## config.mk

```make
export PLATFORM = sky130hd
export DESIGN_NAME = tone_mix_i2s
export DESIGN_NICKNAME = d
export VERILOG_FILES = /design/src/rtl/tone_mix_i2s.sv
export SDC_FILE = /design/constraint.sdc
export NUM_CORES = 1
export LEC_CHECK = 0
export CAP_MARGIN = 20
export CORE_ASPECT_RATIO = 1.1
export CORE_UTILIZATION = 55
export CTS_CLUSTER_DIAMETER = 30
export CTS_CLUSTER_SIZE = 24
export DETAILED_ROUTE_END_ITERATION = 10
export PLACE_DENSITY = 0.78
export SETUP_SLACK_MARGIN = 0.4
export SLEW_MARGIN = 20
export SYNTH_ARGS = -nofsm -noshare
export SYNTH_HDL_FRONTEND = slang
export SYNTH_SLANG_ARGS = --single-unit
```

## constraint.sdc

```tcl
create_clock -name clk -period 2.8 [get_ports clk]
set_input_delay 0.7 -clock clk [delete_from_list [all_inputs] [get_ports clk]]
set_output_delay 0.7 -clock clk [all_outputs]
set_load 0.005 [all_outputs]
```

## src/rtl/tone_mix_i2s.sv

```systemverilog
// N-channel square-wave tone mixer with saturating volume and a left-justified serial DAC transmitter.
// Optional volume fade (applied_vol slews toward vol_level every 64 frames) under TONE_MIX_FADE_EN.
module tone_mix_chan #(
    parameter int DIV_W = 22
) (
    input  logic             clk,
    input  logic             rst_n,
    input  logic             en,
    input  logic [DIV_W-1:0] div,
    output logic             sq
);
    logic [DIV_W-1:0] tc_q, tc_d;
    logic             sq_q, sq_d;

    // >= rather than == so a lowered divider takes effect on the next cycle
    always_comb begin
        tc_d = tc_q;
        sq_d = sq_q;
        if (!en || div == '0) begin
            tc_d = '0;
            sq_d = 1'b0;
        end else if (tc_q >= div - DIV_W'(1)) begin
            tc_d = '0;
            sq_d = ~sq_q;
        end else begin
            tc_d = tc_q + DIV_W'(1);
        end
    end

    always_ff @(posedge clk or negedge rst_n) begin
        if (!rst_n) begin
            tc_q <= '0;
            sq_q <= 1'b0;
        end else begin
            tc_q <= tc_d;
            sq_q <= sq_d;
        end
    end

    assign sq = sq_q;
endmodule

module tone_mix_i2s #(
    parameter int CHANNELS  = 2,
    parameter int DIV_W     = 22,
    parameter int VOL_W     = 3,
    parameter int VOL_RESET = 4
) (
    input  logic                      clk,
    input  logic                      rst_n,
    input  logic                      music_en,
    input  logic                      up_pulse,
    input  logic                      down_pulse,
    input  logic [CHANNELS*DIV_W-1:0] note_div,
    output logic [VOL_W-1:0]          vol_level,
    output logic                      audio_mclk,
    output logic                      audio_lrck,
    output logic                      audio_sck,
    output logic                      audio_sdin
);
    localparam int ACC_W = 16 + $clog2(CHANNELS);
    localparam logic [VOL_W-1:0] VMAX = '1;

    logic [8:0]       cnt_q, cnt_d;
    logic [VOL_W-1:0] vol_q, vol_d;
    logic [VOL_W-1:0] applied_vol;
    logic [15:0]      hold_l_q, hold_l_d, hold_r_q, hold_r_d;
    logic [CHANNELS-1:0] sq;
    logic signed [ACC_W-1:0] amp, contrib, sum_l, sum_r;
    logic latch;

    for (genvar k = 0; k < CHANNELS; k++) begin : g_ch
        tone_mix_chan #(.DIV_W(DIV_W)) u_ch (
            .clk   (clk),
            .rst_n (rst_n),
            .en    (music_en),
            .div   (note_div[k*DIV_W +: DIV_W]),
            .sq    (sq[k])
        );
    end

    function automatic logic [15:0] sat16(input logic signed [ACC_W-1:0] s);
        logic [ACC_W-16:0] hi;
        hi = s[ACC_W-1:15];
        if (hi == '0 || hi == '1) sat16 = s[15:0];
        else if (s[ACC_W-1])      sat16 = 16'h8000;
        else                      sat16 = 16'h7FFF;
    endfunction

    always_comb begin
        amp     = ACC_W'(applied_vol) << 10;
        contrib = '0;
        sum_l   = '0;
        sum_r   = '0;
        for (int k = 0; k < CHANNELS; k++) begin
            contrib = '0;
            if (music_en && note_div[k*DIV_W +: DIV_W] != '0)
                contrib = sq[k] ? amp : -amp;
            if (k % 2 == 0) sum_l = sum_l + contrib;
            else            sum_r = sum_r + contrib;
        end
        if (CHANNELS == 1) sum_r = sum_l;
    end

    assign latch = (cnt_q == 9'h1FF);

    always_comb begin
        cnt_d    = cnt_q + 9'd1;
        hold_l_d = hold_l_q;
        hold_r_d = hold_r_q;
        if (latch) begin
            hold_l_d = sat16(sum_l);
            hold_r_d = sat16(sum_r);
        end
        vol_d = vol_q;
        if (up_pulse && !down_pulse && vol_q != VMAX)
            vol_d = vol_q + VOL_W'(1);
        else if (down_pulse && !up_pulse && vol_q != '0)
            vol_d = vol_q - VOL_W'(1);
    end

    always_ff @(posedge clk or negedge rst_n) begin
        if (!rst_n) begin
            cnt_q    <= '0;
            vol_q    <= VOL_W'(VOL_RESET);
            hold_l_q <= '0;
            hold_r_q <= '0;
        end else begin
            cnt_q    <= cnt_d;
            vol_q    <= vol_d;
            hold_l_q <= hold_l_d;
            hold_r_q <= hold_r_d;
        end
    end

`ifdef TONE_MIX_FADE_EN
    logic [VOL_W-1:0] av_q, av_d;
    logic [5:0]       fcnt_q, fcnt_d;

    always_comb begin
        av_d   = av_q;
        fcnt_d = fcnt_q;
        if (latch) begin
            fcnt_d = fcnt_q + 6'd1;
            if (fcnt_q == '0) begin
                if (av_q < vol_q)      av_d = av_q + VOL_W'(1);
                else if (av_q > vol_q) av_d = av_q - VOL_W'(1);
            end
        end
    end

    always_ff @(posedge clk or negedge rst_n) begin
        if (!rst_n) begin
            av_q   <= VOL_W'(VOL_RESET);
            fcnt_q <= '0;
        end else begin
            av_q   <= av_d;
            fcnt_q <= fcnt_d;
        end
    end

    assign applied_vol = av_q;
`else
    assign applied_vol = vol_q;
`endif

    assign vol_level  = vol_q;
    assign audio_mclk = cnt_q[1];
    assign audio_sck  = cnt_q[3];
    assign audio_lrck = cnt_q[8];
    // bit index 15 - cnt[7:4]; only moves when cnt[3:0] wraps, i.e. while sck is low
    assign audio_sdin = cnt_q[8] ? hold_r_q[~cnt_q[7:4]] : hold_l_q[~cnt_q[7:4]];
endmodule

```

# --- Yosys cells after proc, flatten, opt, wreduce, memory -nomap -nowiden ---
# Index checks and enable logic that the tools add are counted.
word_totals:
  reg_bits: 90
  input_bits: 49
  output_inout_bits: 7
  word_cells: 72
classes:
  n_addsub: 8
  n_lt_le_gt_ge: 3
  eq_ne: 4
  n_mux: 23
  bitwise: 3
  reduce_logical: 23
op_table:
  columns: ["op", "n"]
  rows:
  - ["2-to-1 mux 22 bit", 4]
  - ["2-to-1 mux 17 bit", 4]
  - ["2-to-1 mux 16 bit", 4]
  - ["adder 22 x 1 -> 22 bit, second input constant", 2]
  - [">= comparator 22 bit", 2]
  - ["logical NOT 22 bit", 2]
  - ["nonzero test 22 bit", 2]
  - ["subtractor 22 x 1 -> 22 bit, second input constant", 2]
  - ["negator 13 -> 17 bit", 1]
  - ["adder 9 x 1 -> 9 bit, second input constant", 1]
  - ["equality test 9 bit, second input constant", 1]
  - ["binary-select mux 1 bit (select 4 bit)", 2]
  - ["2-to-1 mux 1 bit", 7]
  - ["logical AND 1 bit", 6]
  - ["2-to-1 mux 3 bit", 2]
  - ["nonzero test 2 bit", 3]
  - ["less-than comparator 4 x 5 -> 1 bit, second input constant", 1]
  - ["equality test 2 bit, second input constant", 2]
  - ["logical NOT 2 bit", 2]
  - ["logical OR 1 bit", 4]
  - ["inverter 4 bit", 1]
  - ["adder 3 x 1 -> 3 bit, second input constant", 1]
  - ["logical NOT 1 bit", 3]
  - ["!= test 3 bit, second input constant", 1]
  - ["other kinds (3)", 4]

# --- Logic depth before layout (Yosys ltp) ---
logic_depth:
  depth_word: 6
  depth_mapped: 16

# --- Hierarchy ---
# Synthesis repeated with hierarchy kept, for this count alone.
hier_totals:
  cells_unflattened: 621
  area_unflattened_um2: 5614.1
modules_own_cells:
  columns: ["mod", "n_inst", "cells_per_inst", "area_per_inst_um2", "seq_area_each_um2"]
  rows:
  - ["tone_mix_chan at g_ch[0].u_ch", 1, 238, 2019.4, 575.6]
  - ["tone_mix_chan at g_ch[1].u_ch", 1, 221, 1944.4, 575.6]
  - ["tone_mix_i2s", 1, 162, 1650.3, 651.9]

# --- Worst setup path after synthesis ---
# OpenSTA, ideal clock, no wires.
synth_path:
  path_kind: "input port to flip-flop"
  start: "input port note_div[22]"
  end: "register g_ch[1].u_ch.tc_q[10]"
  setup_time_ns: 0.071
  t_arrival_ns: 4.078
  required_ns: 2.729
  setup_slack_ns: -1.349
  cell_stages: 16
  n_path_buf: 1
  path_cell_list: "inv_1 -> ha_1 -> or4b_1 -> or3_1 -> nor3_1 -> nand2b_1 -> nor4_1 -> xnor2_1 -> ha_1 -> a21o_1 -> a21o_1 -> a221oi_1 -> o211ai_1 -> or2_2 -> buf_2 -> nor2_1"
synth_via:
  elab_chain_len: 4
synth_lines:
  columns: ["item", "line", "rtl"]
  rows:
  - ["from (decl)", "54", "input logic [CHANNELS*DIV_W-1:0] note_div,"]
  - ["subtractor 22 x 1 -> 22 bit", "22", "end else if (tc_q >= div - DIV_W'(1)) begin"]
  - [">= comparator 22 bit", "22", null]
  - ["2-to-1 mux 22 bit", "22", null]
  - ["2-to-1 mux 22 bit *", "19", "if (!en || div == '0) begin"]
  - ["net g_ch[1].u_ch.tc_d[10]", "12", "logic [DIV_W-1:0] tc_q, tc_d;"]
  - ["to (signal assigned)", "35", "tc_q <= tc_d;"]
  - ["to (decl)", "12", null]
# Mark *: on every way through the listed nets, which the timed path passes. The rest lies on a longest branch.
# A chain may end at the register's enable or synchronous reset.

# --- Worst setup path after layout ---
layout_path:
  start: "input port note_div[8]"
  end: "register g_ch[0].u_ch.tc_q[3]"
layout_via:
  elab_chain_len: 4
layout_lines:
  columns: ["item", "line"]
  rows:
  - ["subtractor 22 x 1 -> 22 bit", "22"]
  - [">= comparator 22 bit", "22"]
  - ["2-to-1 mux 22 bit", "22"]
  - ["2-to-1 mux 22 bit *", "19"]
  - ["net g_ch[0].u_ch.tc_d[3]", "12"]
  - ["to (signal assigned)", "35"]
  - ["to (decl)", "12"]
# Marks and branches as above.

==> results.cfg <==
[outcome]
outcome = finished with violations
violations = setup timing

[cts]
clkSlewWorstSetupHoldPaths_ns = 0.09
tritoncts = done
cts_made_buffers = 9
cts_buffer_depth = 2
cts_hold_buf = 0
insertion_delay_ns = 0.36
h-tree-depth = 3
cts.sinks = 72
clock_tree.root_cell = clkbuf_8

[timing]
setup_viol = 56
skew_ns = 0.0119
finalMaxSlewViolations = 0
holdWs_ns = 0.356
rsz0062_at_grt = true
relSlewSlack_pct = 57.0
fmax_mhz = 253
final_hold_viol_count = 0
setup_ws_ns = -1.15
period_share_pct = 141
finalCriticalPeriod_ns = 3.95
tightest_slew_ns = 0.644

[logic_synthesis]
synth_top_family_by_area = simple AND/OR/NAND/NOR gates
synth_flop_cell = dfrtp_1
synth-simple-area-share_pct = 23.0
postSynthAreaPerCell_um2 = 9.32
synthesis.nets = 669
yosys_warnings = 0
synthAdderAreaFrac_pct = 14.0
async_flop_share_pct = 100
ys_ff_latch = 72
yosysUniqueCellTypes = 55
seq_area_frac_synth_pct = 34.4
synth-xor-area-share_pct = 14.4
netlist_instances = 562
synth.area.mux_share_pct = 2.70
synth_edf_count = 0
syn_area_um2 = 5240
synth_compound_area_share_pct = 9.24

[global_route]
met3_usage_pct = 4.09
gr-usage-met1_pct = 32.2
grt_max_degree = 73
grt-ovfl-total = 0
met2_usage_pct = 52.3
grt_pass1_wl_mm = 22.5
grt_antenna_before_repair = 1
grt.busiest_layer = met2
globalRouteTotalUtil_pct = 29.0
grt_pass1_vias = 5148

[route]
wirelength_mm = 14.8
first_iter_violations = 324
vias = 4951
via_per_inst = 5.78
firstDrtPassIters = 5
drtAntennaViolNets = 0
drc_errors = 0
wire_per_inst_um = 17.3

[floorplanning]
core_area_um2 = 9310
dieArea_um2 = 9920
pin_count = 56
die_y_um = 104
start_util_pct = 56.3
fp-row-count = 37
die_x_um = 95.1

[finish]
area_delta_synth_final_pct = 42.9
nets = 840
layout_commonest_cell = buf_4
final_cell_area_um2 = 7490
drive_gt1_share_pct = 33.9
fin_cells = 856
filler_cell_count = 521
final_cell_mix = buf_4, dfrtp_1, nor2_1

[power_and_ir_drop]
ir_drop_uv = 614
finalPower_uw = 2900
p_leak_uw = 0.00339
power_density_nw_per_um2 = 387

[placed_design]
routabilityCongestion = 0.826
dp_slack_ns = -1.84
placed_cell_area_um2 = 6710
dpl.cell_count = 812
dp_hpwl_mm = 9.29
port_buffers = 55

[setup_path]
reg2reg_from = vol_level[0]
crit_arrival_ns = 4.20
cp.required_ns = 3.04
crit_fanout = 22
cp-end-kind = flop
crit_start = note_div[8]
ff2ff_path_depth = 8
r2r_end = hold_r_q[10]
r2r_setup_slack_ns = 0.33
cp-start-kind = input pin
worstSetupPathType = input pin to flop

[flow_run]
cap_violations = 0

[worst_hold_path]
worstHoldPathType = input pin to asynchronous set/reset pin
power breakdown:
| part | internal (uW) | switching, uW |
|---|---|---|
| combinational | 497 | 478 |
| clock | 337 | 448 |
| sequential | 1080 | 63.2 |
| total | 1910 | 990 |
stage by stage:
step           util [%]  TNS [ns]
2_1_floorplan         -    -55.26
3_3_place_gp       72.1    -89.81
3_5_place_dp       72.1    -95.68
4_1_cts            78.1    -48.73
5_1_grt            80.5    -52.78
6_report           80.5    -48.03
worst max-delay path by stage:
stage	depth (start not counted)	endpoint
2_1_floorplan	12	g_ch[0].u_ch.tc_q[15]
3_3_place_gp	16	g_ch[1].u_ch.tc_q[10]
3_5_place_dp	17	g_ch[1].u_ch.tc_q[10]
4_1_cts	14	g_ch[0].u_ch.sq
5_1_grt	14	g_ch[0].u_ch.tc_q[14]
6_report	14	g_ch[0].u_ch.tc_q[3]
logic make-up after synthesis:
logic type	Yosys count
buffers and inverters	29
xor gates and xnor gates	86
DFF	72
adders and majority gates	58
AOI/OAI and AO/OA	68
and+or+nand+nor	238
muxes	11
sequential cells by signal (all words and copies together) (netlist names):
| register | cells |
|---|---|
| vol_level | 3 |
| g_ch.u_ch.tc_q | 44 |
| cnt_q | 9 |
| g_ch.u_ch.sq | 2 |
| hold_l_q | 7 |
| hold_r_q | 7 |
synth_stat cells, types with 3 or more instances:
master | instances | area, um2
a21o_1 | 7 | 52.6
a21oi_1 | 26 | 130
and2_1 | 4 | 25.0
and3_1 | 10 | 62.6
and4_1 | 5 | 43.8
clkbuf_1 | 4 | 15.0
dfrtp_1 | 71 | 1780
ha_1 | 57 | 713
inv_1 | 17 | 63.8
mux2_2 | 5 | 56.3
mux2i_1 | 4 | 40.0
nand2_1 | 31 | 116
nand2b_1 | 6 | 37.5
nand3_1 | 27 | 135
nand4_1 | 13 | 81.3
nor2_1 | 84 | 315
nor2b_1 | 6 | 37.5
nor3_1 | 15 | 75.1
nor4_1 | 9 | 56.3
o21ai_0 | 10 | 50.1
o22a_1 | 4 | 35.0
or3_1 | 12 | 75.1
or4_1 | 3 | 22.5
or4_4 | 3 | 33.8
xnor2_1 | 46 | 403
xor2_1 | 40 | 350
final cells by class:
class	instances	area, um2	area share, %
multi-input combinational	464	3800	50.7
sequential	72	1800	24.1
timing repair buffer	167	1460	19.4
tap	117	146	1.95
clock buffer	9	124	1.65
inverter	19	96.3	1.29
clock inverter	7	60.1	0.802
antenna	1	2.50	0.0334
routing by layer:
metal	up-vias	part of all wire, %	wire (um)
li1	2329	-	-
met1	2408	38	5670
met2	149	54	7970
met3	65	3.1	459
met4	0	4.5	670
met5	-	0	0
critical path, stage by stage:
cell	delay, ns
buf_6	0.09
or4_4	0.53
or4_4	0.46
nor3_4	0.16
inv_2	0.06
or3_4	0.38
xor2_1	0.17
ha_1	0.28
nand4_1	0.12
or4_4	0.51
o311a_1	0.33
nand3b_1	0.15
buf_12	0.18
nor2_1	0.07
what timing repair did:
action,in CTS,in global routing
cloned,3,0
pin swaps,65,22
endpoints found under the setup margin,61,61
resized for setup,139,47
buffers inserted,17,7
Note: power is estimated with default switching activity, not from simulation.
